--- config.mk ---
export PLATFORM = sky130hd
export DESIGN_NAME = pwm_capture
export DESIGN_NICKNAME = d
export VERILOG_FILES = /design/src/rtl/pwm_pkg.sv /design/src/rtl/pwm_in_sync.sv /design/src/rtl/pwm_capture.sv
export SDC_FILE = /design/constraint.sdc
export NUM_CORES = 1
export LEC_CHECK = 0
export BUFFER_PORTS_ARGS = -buffer_cell sky130_fd_sc_hd__buf_2
export CAP_MARGIN = 20
export CORE_MARGIN = 1
export CORE_UTILIZATION = 35
export CTS_BUF_LIST = sky130_fd_sc_hd__clkbuf_4 sky130_fd_sc_hd__clkbuf_8 sky130_fd_sc_hd__clkbuf_16
export CTS_CLUSTER_SIZE = 12
export DETAILED_ROUTE_END_ITERATION = 6
export SYNTH_ARGS = -nofsm -noshare
export SYNTH_HDL_FRONTEND = slang
export SYNTH_SLANG_ARGS = --single-unit
--- constraint.sdc ---
create_clock -name clk -period 2.1 [get_ports clk]
set_clock_uncertainty 0.2 [all_clocks]
set_input_delay 0.21 -clock clk [delete_from_list [all_inputs] [get_ports clk]]
set_output_delay 0.21 -clock clk [all_outputs]
set_load 0.02 [all_outputs]
--- src/rtl/pwm_pkg.sv ---
// +--------------------------------------------------------------------------+
// | Module : pwm_pkg                                                         |
// | Brief  : Shared types and defaults for the PWM capture block.            |
// | Rev    : 1.0  initial release                                            |
// +--------------------------------------------------------------------------+
`default_nettype none

package pwm_pkg;

    localparam int c_default_cnt_width = 16;

    typedef enum logic [1:0] {
        IDLE = 2'd0,
        HIGH = 2'd1,
        LOW  = 2'd2
    } pwm_cap_state_t;

endpackage

`default_nettype wire

--- src/rtl/pwm_in_sync.sv ---
// +--------------------------------------------------------------------------+
// | Module : pwm_in_sync                                                     |
// | Brief  : pwm_in synchronizer, optional glitch filter (enabled by the     |
// |          PWM_CAPTURE_FILTER_EN macro) and registered edge detect.        |
// | Rev    : 1.0  initial release                                            |
// +--------------------------------------------------------------------------+
`default_nettype none

module pwm_in_sync #(
    parameter int SYNC_STAGES = 2,
    parameter int FILTER_LEN  = 4
) (
    input  logic clk,
    input  logic rst_n,
    input  logic pwm_in,
    output logic lvl,
    output logic rise,
    output logic fall
);

    logic [SYNC_STAGES-1:0] r_sync;
    logic                   w_sync;
    logic                   w_lvl;
    logic                   r_lvl_d;
    logic                   r_rise;
    logic                   r_fall;

    // Out-of-range configurations are not supported; nothing is elaborated for them.
    if (SYNC_STAGES < 2 || FILTER_LEN < 1) begin : g_param_invalid
    end

    always_ff @(posedge clk or negedge rst_n) begin
        if (!rst_n) begin
            r_sync <= '0;
        end else begin
            r_sync <= {r_sync[SYNC_STAGES-2:0], pwm_in};
        end
    end

    assign w_sync = r_sync[SYNC_STAGES-1];

`ifdef PWM_CAPTURE_FILTER_EN
    localparam int c_fcnt_width = (FILTER_LEN > 1) ? $clog2(FILTER_LEN) : 1;

    logic                    r_flt;
    logic [c_fcnt_width-1:0] r_fcnt;

    // The new level must be seen FILTER_LEN cycles in a row before it is accepted.
    always_ff @(posedge clk or negedge rst_n) begin
        if (!rst_n) begin
            r_flt  <= 1'b0;
            r_fcnt <= '0;
        end else if (w_sync == r_flt) begin
            r_fcnt <= '0;
        end else if (r_fcnt == c_fcnt_width'(FILTER_LEN - 1)) begin
            r_flt  <= w_sync;
            r_fcnt <= '0;
        end else begin
            r_fcnt <= r_fcnt + 1'b1;
        end
    end

    assign w_lvl = r_flt;
`else
    assign w_lvl = w_sync;
`endif

    always_ff @(posedge clk or negedge rst_n) begin
        if (!rst_n) begin
            r_lvl_d <= 1'b0;
            r_rise  <= 1'b0;
            r_fall  <= 1'b0;
        end else begin
            r_lvl_d <= w_lvl;
            r_rise  <= w_lvl & ~r_lvl_d;
            r_fall  <= ~w_lvl & r_lvl_d;
        end
    end

    // lvl is the delayed copy so that it is aligned with the rise/fall flags.
    assign lvl  = r_lvl_d;
    assign rise = r_rise;
    assign fall = r_fall;

endmodule

`default_nettype wire

--- src/rtl/pwm_capture.sv ---
// +--------------------------------------------------------------------------+
// | Module : pwm_capture                                                     |
// | Brief  : Measures PWM period and high time in clk cycles, flags stuck    |
// |          inputs. Glitch filter enabled by PWM_CAPTURE_FILTER_EN.         |
// | Rev    : 1.0  initial release                                            |
// +--------------------------------------------------------------------------+
`default_nettype none

module pwm_capture
    import pwm_pkg::*;
#(
    parameter int CNT_WIDTH   = c_default_cnt_width,
    parameter int SYNC_STAGES = 2,
    parameter int FILTER_LEN  = 4
) (
    input  logic                 clk,
    input  logic                 rst_n,
    input  logic                 pwm_in,
    output logic [CNT_WIDTH-1:0] period_count,
    output logic [CNT_WIDTH-1:0] high_count,
    output logic                 meas_valid,
    output logic                 stuck,
    output logic                 stuck_level
);

    localparam logic [CNT_WIDTH-1:0] c_cnt_max = {CNT_WIDTH{1'b1}};
    localparam logic [CNT_WIDTH-1:0] c_cnt_one = CNT_WIDTH'(1);

    logic w_lvl;
    logic w_rise;
    logic w_fall;

    pwm_cap_state_t       r_state,        w_state_nxt;
    logic [CNT_WIDTH-1:0] r_pcnt,         w_pcnt_nxt;
    logic [CNT_WIDTH-1:0] r_hcnt,         w_hcnt_nxt;
    logic [CNT_WIDTH-1:0] r_period_count, w_period_nxt;
    logic [CNT_WIDTH-1:0] r_high_count,   w_high_nxt;
    logic                 r_meas_valid,   w_valid_nxt;
    logic                 r_stuck,        w_stuck_nxt;
    logic                 r_stuck_level,  w_stuck_level_nxt;
    logic [CNT_WIDTH-1:0] w_pcnt_inc;

    pwm_in_sync #(
        .SYNC_STAGES (SYNC_STAGES),
        .FILTER_LEN  (FILTER_LEN)
    ) u_in_sync (
        .clk    (clk),
        .rst_n  (rst_n),
        .pwm_in (pwm_in),
        .lvl    (w_lvl),
        .rise   (w_rise),
        .fall   (w_fall)
    );

    assign w_pcnt_inc = (r_pcnt == c_cnt_max) ? r_pcnt : r_pcnt + 1'b1;

    always_comb begin
        w_state_nxt       = r_state;
        w_pcnt_nxt        = r_pcnt;
        w_hcnt_nxt        = r_hcnt;
        w_period_nxt      = r_period_count;
        w_high_nxt        = r_high_count;
        w_valid_nxt       = 1'b0;
        w_stuck_nxt       = r_stuck;
        w_stuck_level_nxt = r_stuck_level;

        case (r_state)
            IDLE: begin
                if (w_rise) begin
                    w_state_nxt = HIGH;
                    w_pcnt_nxt  = c_cnt_one;
                    w_stuck_nxt = 1'b0;
                end
            end
            HIGH: begin
                if (w_fall) begin
                    w_state_nxt = LOW;
                    w_hcnt_nxt  = r_pcnt;
                    w_pcnt_nxt  = w_pcnt_inc;
                end else if (r_pcnt == c_cnt_max) begin
                    w_state_nxt       = IDLE;
                    w_stuck_nxt       = 1'b1;
                    w_stuck_level_nxt = w_lvl;
                end else begin
                    w_pcnt_nxt = w_pcnt_inc;
                end
            end
            LOW: begin
                if (w_rise) begin
                    w_state_nxt  = HIGH;
                    w_period_nxt = r_pcnt;
                    w_high_nxt   = r_hcnt;
                    w_valid_nxt  = 1'b1;
                    w_pcnt_nxt   = c_cnt_one;
                end else if (r_pcnt == c_cnt_max) begin
                    w_state_nxt       = IDLE;
                    w_stuck_nxt       = 1'b1;
                    w_stuck_level_nxt = w_lvl;
                end else begin
                    w_pcnt_nxt = w_pcnt_inc;
                end
            end
            default: begin
                w_state_nxt = IDLE;
            end
        endcase
    end

    always_ff @(posedge clk or negedge rst_n) begin
        if (!rst_n) begin
            r_state        <= IDLE;
            r_pcnt         <= '0;
            r_hcnt         <= '0;
            r_period_count <= '0;
            r_high_count   <= '0;
            r_meas_valid   <= 1'b0;
            r_stuck        <= 1'b0;
            r_stuck_level  <= 1'b0;
        end else begin
            r_state        <= w_state_nxt;
            r_pcnt         <= w_pcnt_nxt;
            r_hcnt         <= w_hcnt_nxt;
            r_period_count <= w_period_nxt;
            r_high_count   <= w_high_nxt;
            r_meas_valid   <= w_valid_nxt;
            r_stuck        <= w_stuck_nxt;
            r_stuck_level  <= w_stuck_level_nxt;
        end
    end

    assign period_count = r_period_count;
    assign high_count   = r_high_count;
    assign meas_valid   = r_meas_valid;
    assign stuck        = r_stuck;
    assign stuck_level  = r_stuck_level;

endmodule

`default_nettype wire
==> flow_metrics.env, run 1 <==
export IMPL_status="completed"
export IMPL_path_class="flop to flop"
export IMPL_path_delay_family="simple AND/OR/NAND/NOR gates"
export IMPL_synth_top_flop_cell="dfrtp_1"
export IMPL_synth_mux_area_frac=0.173
export IMPL_synth_commonest_cells="dfrtp_1 (74), mux2_2 (48), o21ai_0 (16)"
export IMPL_cts_tree="yes"
export IMPL_drt_iter0_markers=73
export IMPL_gr_usage_all_layers=0.160
export IMPL_cts_path_max_buffers=2
export IMPL_wl_per_cell_um=16.1
export IMPL_drv_cap=0
export IMPL_tightest_slew_ps=512
export IMPL_r2r_start="r_state[0]"
export IMPL_fin_ws_ps=91.2
export IMPL_die_w_um=97.4
export IMPL_period_minus_slack_ps=2010
export IMPL_dpl_cell_area_um2=3730
export IMPL_reg2reg_setup_slack_ps=90
export IMPL_grt_pass1_wl_mm=11.9
export IMPL_ys_seq_area_frac=0.581
export IMPL_drv_slew=0
export IMPL_synth_top_family_by_area="multiplexers"
export IMPL_numCtsBuffers=9
export IMPL_required_ps=2150
export IMPL_r2r_end="r_pcnt[12]"
export IMPL_power_leakage_nw=2.07
export IMPL_final_setup_viol_count=0
export IMPL_core_area_um2=8760
export IMPL_grt_util_met3=0.0432
export IMPL_synth_cells=252
export IMPL_busiest_layer="met2"
export IMPL_wirelength_mm=7.08
export IMPL_hold_ws_ps=157
export IMPL_globalplace_congestion=0.869
export IMPL_synth_xor_area_frac=0
export IMPL_powerDensity_nw_per_um2=1010
export IMPL_setup_tns_ps=0
export IMPL_synthArstFlopShare=1.00
export IMPL_grt_pass1_vias=2350
export IMPL_fillers=800
export IMPL_clock_sinks=74
export IMPL_syn2layout_area_growth_pct=26.7
export IMPL_use_met1=0.215
export IMPL_yosys_warnings=0
export IMPL_dp_hpwl_mm=4.89
export IMPL_start_util=0.364
export IMPL_synth_adder_area_share=0.0196
export IMPL_hold_viol_final=0
export IMPL_ff2ff_path_depth=7
export IMPL_hold_class="primary input to asynchronous set/reset pin"
export IMPL_h_tree_depth=3
export IMPL_synth_area_um2=3190
export IMPL_place_ws_ps=-109
export IMPL_post_route_period_util=0.957
export IMPL_synth_nets=260
export IMPL_synth_edf_count=0
export IMPL_rows=34
export IMPL_die_h_um=97.4
export IMPL_yosysTopAreaCell="dfrtp_1"
export IMPL_avgSynthCellArea_um2=12.6
export IMPL_cpMaxStageDelayCell="dfrtp_1"
export IMPL_dr_pass1_iters=4
export IMPL_clock_latency_ps=350
export IMPL_finish_instance_area_um2=4040
export IMPL_regArea_um2=1850
export IMPL_met2_usage=0.252
export IMPL_startpoint_type="flop"
export IMPL_path_cells="buf_4, ha_1, or2_4, nor2_4, buf_6, nor2_1, a311oi_1"
export IMPL_synth_compound_area_frac=0.102
export IMPL_grt_remaining_overflow=0
export IMPL_endpoint_kind="flop"
export IMPL_antenna_found_initial=0
export IMPL_antennaDiodeCount=0
export IMPL_synth_seq_cells=74
export IMPL_routed_via_density=5.09
export IMPL_io_buffers=37
export IMPL_drc_errors=0
export IMPL_yosys_area_share_simple=0.0978
export IMPL_cp_max_fo=5
export IMPL_antenna_left=0
export IMPL_cp_buffers_inverters=2
export IMPL_grt_max_degree=39
export IMPL_fmax_ghz=0.498
export IMPL_multi_input_area_um2=1280
export IMPL_io_pins=38
export IMPL_peakVddDrop_mv=0.405
export IMPL_clk_pin_slew_ps=80
export IMPL_maxSlewHeadroom=0.659
export IMPL_slowest_delay_ps=410
export IMPL_dieArea_um2=9490
export IMPL_root_buffer="clkbuf_8"
export IMPL_vias=2234
export IMPL_crit_arrival_ps=2050
export IMPL_post_synth_top_count_cell="dfrtp_1"
export IMPL_synthDistinctLibCells=39
export IMPL_nets=334
export IMPL_synth_area_leaders="dfrtp_1 (58%), mux2_2 (17%), o21ai_0 (2.5%), ha_1 (2.0%), nor2_1 (1.8%)"
export IMPL_drive_gt1_frac=0.462
export IMPL_synth_top_area_share=0.581
export IMPL_final_util=0.461
## stage by stage
stage | power [mW] | cells
4_1_cts | 4.07 | 437
3_5_place_dp | 2.69 | 419
5_1_grt | 4.32 | 439
6_report | 4.09 | 439
2_1_floorplan | 2.27 | 252
3_3_place_gp | 2.67 | 419
## final cells by class
class,count,share of cell area
timing repair buffer,77,0.126
clock inverter,6,0.0285
inverter,4,0.00372
sequential,74,0.459
clock buffer,10,0.0325
multi-input combinational,160,0.317
tap,108,0.0335
## state kept, by name (all words and copies together) (netlist names)
name	flops
u_in_sync.rise	1
r_state	2
u_in_sync.lvl	1
stuck_level	1
stuck	1
high_count	16
meas_valid	1
r_pcnt	16
period_count	16
u_in_sync.fall	1
r_hcnt	16
u_in_sync.r_sync	2
## routing by layer
metal	vias up	wire length, µm
met1	1111	3370
met3	10	326
li1	1065	-
met2	48	3280
met4	0	103
met5	-	0
## how the worst max path moves through the flow
stage / startpoint / to / depth (start not counted)
detailed placement: r_state[0] / r_pcnt[12] / 8
finish: r_state[0] / r_pcnt[12] / 7
CTS: r_state[0] / r_pcnt[12] / 8
floorplan: r_pcnt[12] / stuck_level / 6
global placement: r_state[0] / r_pcnt[12] / 8
global route: r_pcnt[0] / r_pcnt[12] / 6
## placed cells by master (no fill, tap or decap), types with 2 or more instances in the layout
cell,n
nand2_1,8
clkbuf_8,9
clkinv_4,2
o21ai_0,15
nand4_1,3
buf_4,36
nor3_1,3
nor2b_1,6
o211ai_1,2
a21oi_1,8
nor4_1,2
nor2_1,14
bufinv_16,3
a21o_1,4
dlygate4sd3_1,2
a22o_1,3
ha_1,3
inv_1,3
ha_2,2
buf_2,37
and4_1,3
mux2_2,48
a41oi_1,2
a311oi_1,3
nand4_2,2
and3_1,2
nor3_2,2
nand3_1,7
a31oi_1,3
a32o_1,2
dfrtp_1,74
## repair_timing
item / 4_1_cts / 5_1_grt
cloned: 0 / 1
setup buffers: 0 / 1
endpoints found under the hold margin: 38 / 0
hold buffers: 2 / 0
setup endpoints to repair: 3 / 24
resized for setup: 4 / 5
pin swaps: 2 / 2
## power by group
part	total, mW	switching (mW)	leakage (nW)	internal [mW]
clock network	1.35	0.546	0.120	0.806
logic	1.14	0.654	0.933	0.487
registers	1.60	0.0700	1.02	1.53
total	4.09	1.27	2.07	2.82
## cells by family after synthesis
kind of cell,count (synthesis)
fa+ha+maj,5
mux,49
buf+inv,18
compound gates,49
simple gates,57
flops,74
No activity file was read; power rests on OpenSTA's default activity.
==> run 2: changes to the inputs <==
RECOVER_POWER = 25   (was unset)
==> run 2 against run 1 <==
  * Combinational power barely moved
  * Worst setup slack gained 0.69 ps
  * Sequential power about the same
  * Count of clock-buffer cells in the layout is the same
  * Core utilization is essentially flat
  * Cell area about the same
  * Critical path type unchanged
==> flow_metrics.env, run 2 (synthesis results as in run 1) <==
export IMPL_status="completed"
export IMPL_holdPathEnd="u_in_sync.r_sync[1]"
export IMPL_period_minus_slack_ps=2010
export IMPL_root_buffer="clkbuf_8"
export IMPL_cp_max_fo=5
export IMPL_drc_errors=0
export IMPL_p_total_mw=4.09
export IMPL_path_class="flop to flop"
export IMPL_numCtsBuffers=9
export IMPL_drv_slew=0
export IMPL_endpoint_kind="flop"
export IMPL_drive_gt1_frac=0.462
export IMPL_r2r_end="r_pcnt[12]"
export IMPL_dr_pass1_iters=4
export IMPL_holdPathStages=0
export IMPL_gr_usage_all_layers=0.160
export IMPL_globalplace_congestion=0.869
export IMPL_maxSlewHeadroom=0.339
export IMPL_grt_pass1_wl_mm=11.9
export IMPL_hold_ws_ps=157
export IMPL_grt_pass1_vias=2350
export IMPL_io_pins=38
export IMPL_routed_via_density=5.09
export IMPL_core_area_um2=8760
export IMPL_crit_arrival_ps=2050
export IMPL_cts_tree="yes"
export IMPL_dieArea_um2=9490
export IMPL_power_leakage_nw=2.07
export IMPL_min_from="u_in_sync.r_sync[0]"
export IMPL_start_util=0.364
export IMPL_grt_remaining_overflow=0
export IMPL_ff2ff_path_depth=7
export IMPL_io_buffers=37
export IMPL_cts_path_max_buffers=2
export IMPL_final_setup_viol_count=0
export IMPL_rows=34
export IMPL_final_util=0.460
export IMPL_syn2layout_area_growth_pct=26.6
export IMPL_antenna_left=0
export IMPL_h_tree_depth=3
export IMPL_clk_pin_slew_ps=80
export IMPL_reg2reg_setup_slack_ps=90
export IMPL_wirelength_mm=7.08
export IMPL_hold_viol_final=0
export IMPL_dp_hpwl_mm=4.89
export IMPL_antenna_found_initial=0
export IMPL_setup_tns_ps=0
export IMPL_finish_instance_area_um2=4030
export IMPL_nets=334
export IMPL_required_ps=2150
export IMPL_tightest_slew_ps=991
export IMPL_drt_iter0_markers=73
export IMPL_clock_latency_ps=350
export IMPL_hold_class="flop to flop"
export IMPL_most_common_layout_cells="dfrtp_1 (74), mux2_2 (48), buf_2 (37), buf_4 (35), o21ai_0 (15)"
export IMPL_antennaDiodeCount=0
export IMPL_clock_sinks=74
export IMPL_startpoint_type="flop"
export IMPL_peakVddDrop_mv=0.405
export IMPL_die_w_um=97.4
export IMPL_vias=2233
export IMPL_drv_cap=0
export IMPL_dpl_cell_area_um2=3730
export IMPL_layout_commonest_cell="dfrtp_1"
export IMPL_post_route_period_util=0.956
export IMPL_r2r_start="r_state[0]"
export IMPL_wl_per_cell_um=16.1
export IMPL_fmax_ghz=0.498
export IMPL_powerDensity_nw_per_um2=1010
export IMPL_die_h_um=97.4
export IMPL_grt_max_degree=39
-- run 2: worst max-delay path: stages, from the launching register on --
cell and delay (ps):
dfrtp_1 410, buf_4 150, ha_1 240, or2_4 280, nor2_4 160, buf_6 140
nor2_1 60, a311oi_1 260
-- run 2: where the power goes --
| group | switching (mW) | internal, mW | total [mW] |
|---|---|---|---|
| combinational | 0.654 | 0.487 | 1.14 |
| sequential | 0.0700 | 1.53 | 1.60 |
| clock | 0.546 | 0.806 | 1.35 |
| total | 1.27 | 2.82 | 4.09 |
-- run 2: timing repair --
action / in CTS / in global routing
setup buffers: 0 / 1
hold endpoints to repair: 38 / 0
hold buffers: 2 / 0
pin swaps: 2 / 2
gates cloned: 0 / 1
gates resized for setup: 4 / 5
setup endpoints to repair: 3 / 24
-- run 2: worst max-delay path by stage --
stage               slack, ps       start          end  cells past startpoint
floorplan                 -20  r_pcnt[12]  stuck_level                      6
global placement           50  r_state[0]   r_pcnt[12]                      8
detailed placement       -110  r_state[0]   r_pcnt[12]                      8
CTS                        20  r_state[0]   r_pcnt[12]                      8
global route               -4   r_pcnt[0]   r_pcnt[12]                      6
finish                     90  r_state[0]   r_pcnt[12]                      7
-- run 2: area by class of cell --
class	count	area (µm²)
Inverter	4	15.0
Sequential cell	74	1850
Fill cell	801	4730
Timing Repair Buffer	77	504
Clock buffer	10	131
Clock inverter	6	115
Tap cell	108	135
Multi-Input combinational cell	160	1280
-- run 2: metal layers --
metal,part of all wire,vias up,track usage
li1,-,1065,-
met1,0.48,1110,0.215
met2,0.46,48,0.252
met3,0.046,10,0.0432
met4,0.015,0,0.0543
met5,0,-,0
-- run 2: stage by stage --
| step | setup slack (ps) | cells |
|---|---|---|
| after floorplan | -16.3 | 252 |
| after global placement | 52.1 | 419 |
| after detailed placement | -109 | 419 |
| after CTS | 20.4 | 437 |
| after global routing | -3.88 | 439 |
| final | 91.9 | 439 |
==> run 3: changes to the inputs <==
PLACE_DENSITY = 0.62   (was unset)
==> run 3 against run 2 <==
  * Maximum frequency is essentially flat
  * Largest cell class unchanged
  * Power shrank 2.8%
  * First-iteration DRC count grew 48%
  * Critical endpoint is now r_pcnt[6]
==> flow_metrics.env, run 3 (synthesis results as in run 1) <==
export IMPL_cp_common_cell="buf_4"
export IMPL_most_common_layout_cells="dfrtp_1 (72), mux2_2 (48), buf_2 (36), buf_4 (36), o21ai_0 (15)"
export IMPL_fin_cells=441
export IMPL_fillers=803
export IMPL_endpoint_kind="flop"
export IMPL_final_setup_viol_count=0
export IMPL_path_cells="buf_4, ha_1, nor2b_1, o21ai_2, buf_4, o21ai_0, a22o_1"
export IMPL_final_util=0.460
export IMPL_layout_commonest_cell="dfrtp_1"
export IMPL_hold_class="flop to flop"
export IMPL_gr_usage_all_layers=0.158
export IMPL_grt_pass1_vias=2300
export IMPL_post_route_period_util=0.956
export IMPL_numCtsBuffers=9
export IMPL_required_ps=2150
export IMPL_rows=34
export IMPL_drv_slew=0
export IMPL_fmax_ghz=0.498
export IMPL_routed_via_density=5.17
export IMPL_dp_cells=421
export IMPL_cpMaxStageDelayCell="dfrtp_1"
export IMPL_drt_iter0_markers=108
export IMPL_dp_hpwl_mm=4.90
export IMPL_clk_pin_slew_ps=80
export IMPL_path_class="flop to flop"
export IMPL_antenna_found_initial=0
export IMPL_nets=336
export IMPL_startpoint_type="flop"
export IMPL_peakVddDrop_mv=0.393
export IMPL_place_ws_ps=-79.4
export IMPL_power_leakage_nw=2.07
export IMPL_powerDensity_nw_per_um2=987
export IMPL_grt_max_degree=37
export IMPL_maxSlewHeadroom=0.380
export IMPL_wirelength_mm=7.10
export IMPL_antennaDiodeCount=0
export IMPL_root_buffer="clkbuf_8"
export IMPL_io_pins=38
export IMPL_dieArea_um2=9490
export IMPL_cp_max_fo=10
export IMPL_wl_per_cell_um=16.1
export IMPL_core_area_um2=8760
export IMPL_cts_tree="yes"
export IMPL_clock_sinks=74
export IMPL_drv_cap=0
export IMPL_syn2layout_area_growth_pct=26.5
export IMPL_globalplace_congestion=0.900
export IMPL_hold_viol_final=0
export IMPL_tightest_slew_ps=930
export IMPL_crit_arrival_ps=2050
export IMPL_io_buffers=37
export IMPL_clock_latency_ps=350
export IMPL_grt_pass1_wl_mm=11.8
export IMPL_vias=2282
export IMPL_cts_path_max_buffers=2
export IMPL_fin_ws_ps=93.3
export IMPL_dr_pass1_iters=4
export IMPL_die_h_um=97.4
export IMPL_h_tree_depth=3
export IMPL_drc_errors=0
export IMPL_finish_instance_area_um2=4030
export IMPL_slowest_delay_ps=400
export IMPL_drive_gt1_frac=0.471
export IMPL_grt_remaining_overflow=0
export IMPL_status="completed"
export IMPL_antenna_left=0
export IMPL_dpl_cell_area_um2=3750
export IMPL_die_w_um=97.4
export IMPL_period_minus_slack_ps=2010
export IMPL_start_util=0.364
## run 3: worst max-delay path, delay by kind of cell (launching register included)
family          cells  cell delay, ps
simple gates        1             170
fa+ha+maj           1             210
compound gates      3             550
flops               1             400
buf+inv             2             370
## run 3: stage by stage
stage	power (mW)	hold WS [ps]	setup TNS, ps
CTS	3.92	157	0
detailed placement	2.70	4.44	-121
finish	3.98	155	0
global route	4.21	163	-24.3
floorplan	2.27	-286	-16.3
global placement	2.66	-5.39	0
## run 3: path summary, 6_finish.rpt
path / from / to / slack (ps) / depth (start not counted)
setup / recovery: r_state[1] / r_pcnt[6] / 90 / 7
hold / removal: u_in_sync.r_sync[0] / u_in_sync.r_sync[1] / 150 / 0
setup reg to reg: r_state[1] / r_pcnt[6] / 90 / 7
hold reg to reg: u_in_sync.r_sync[0] / u_in_sync.r_sync[1] / 150 / 0
max in group asynchronous: rst_n / r_hcnt[5] / 430 / 3
min in group asynchronous: rst_n / u_in_sync.lvl / 330 / 2
## run 3: repair_timing
item                       in CTS  in global routing
hold buffers                    2                  0
setup buffers                   0                  2
hold endpoints to repair       34                  0
resized for setup               2                 11
pin swaps                       0                  3
setup endpoints to repair       2                 35
## run 3: final cells by class
class | instances | area, µm² | area share
Sequential cell | 74 | 1850 | 0.460
Clock inverter | 7 | 92.6 | 0.0230
Inverter | 4 | 15.0 | 0.00373
Tap cell | 108 | 135 | 0.0335
Clock buffer | 9 | 124 | 0.0307
Multi-Input combinational cell | 160 | 1290 | 0.321
Timing Repair Buffer | 79 | 515 | 0.128
## run 3: where the power goes
group | switching [mW] | leakage [nW] | internal (mW)
sequential | 0.0740 | 1.01 | 1.53
combinational | 0.668 | 0.940 | 0.497
clock | 0.538 | 0.113 | 0.668
total | 1.28 | 2.07 | 2.70
## run 3: metal layers
metal	share of wire	track usage	vias up
met1	0.47	0.227	1124
met4	0.018	0.0633	0
met5	0	0	-
met3	0.053	0.0353	13
li1	-	-	1085
met2	0.46	0.231	60
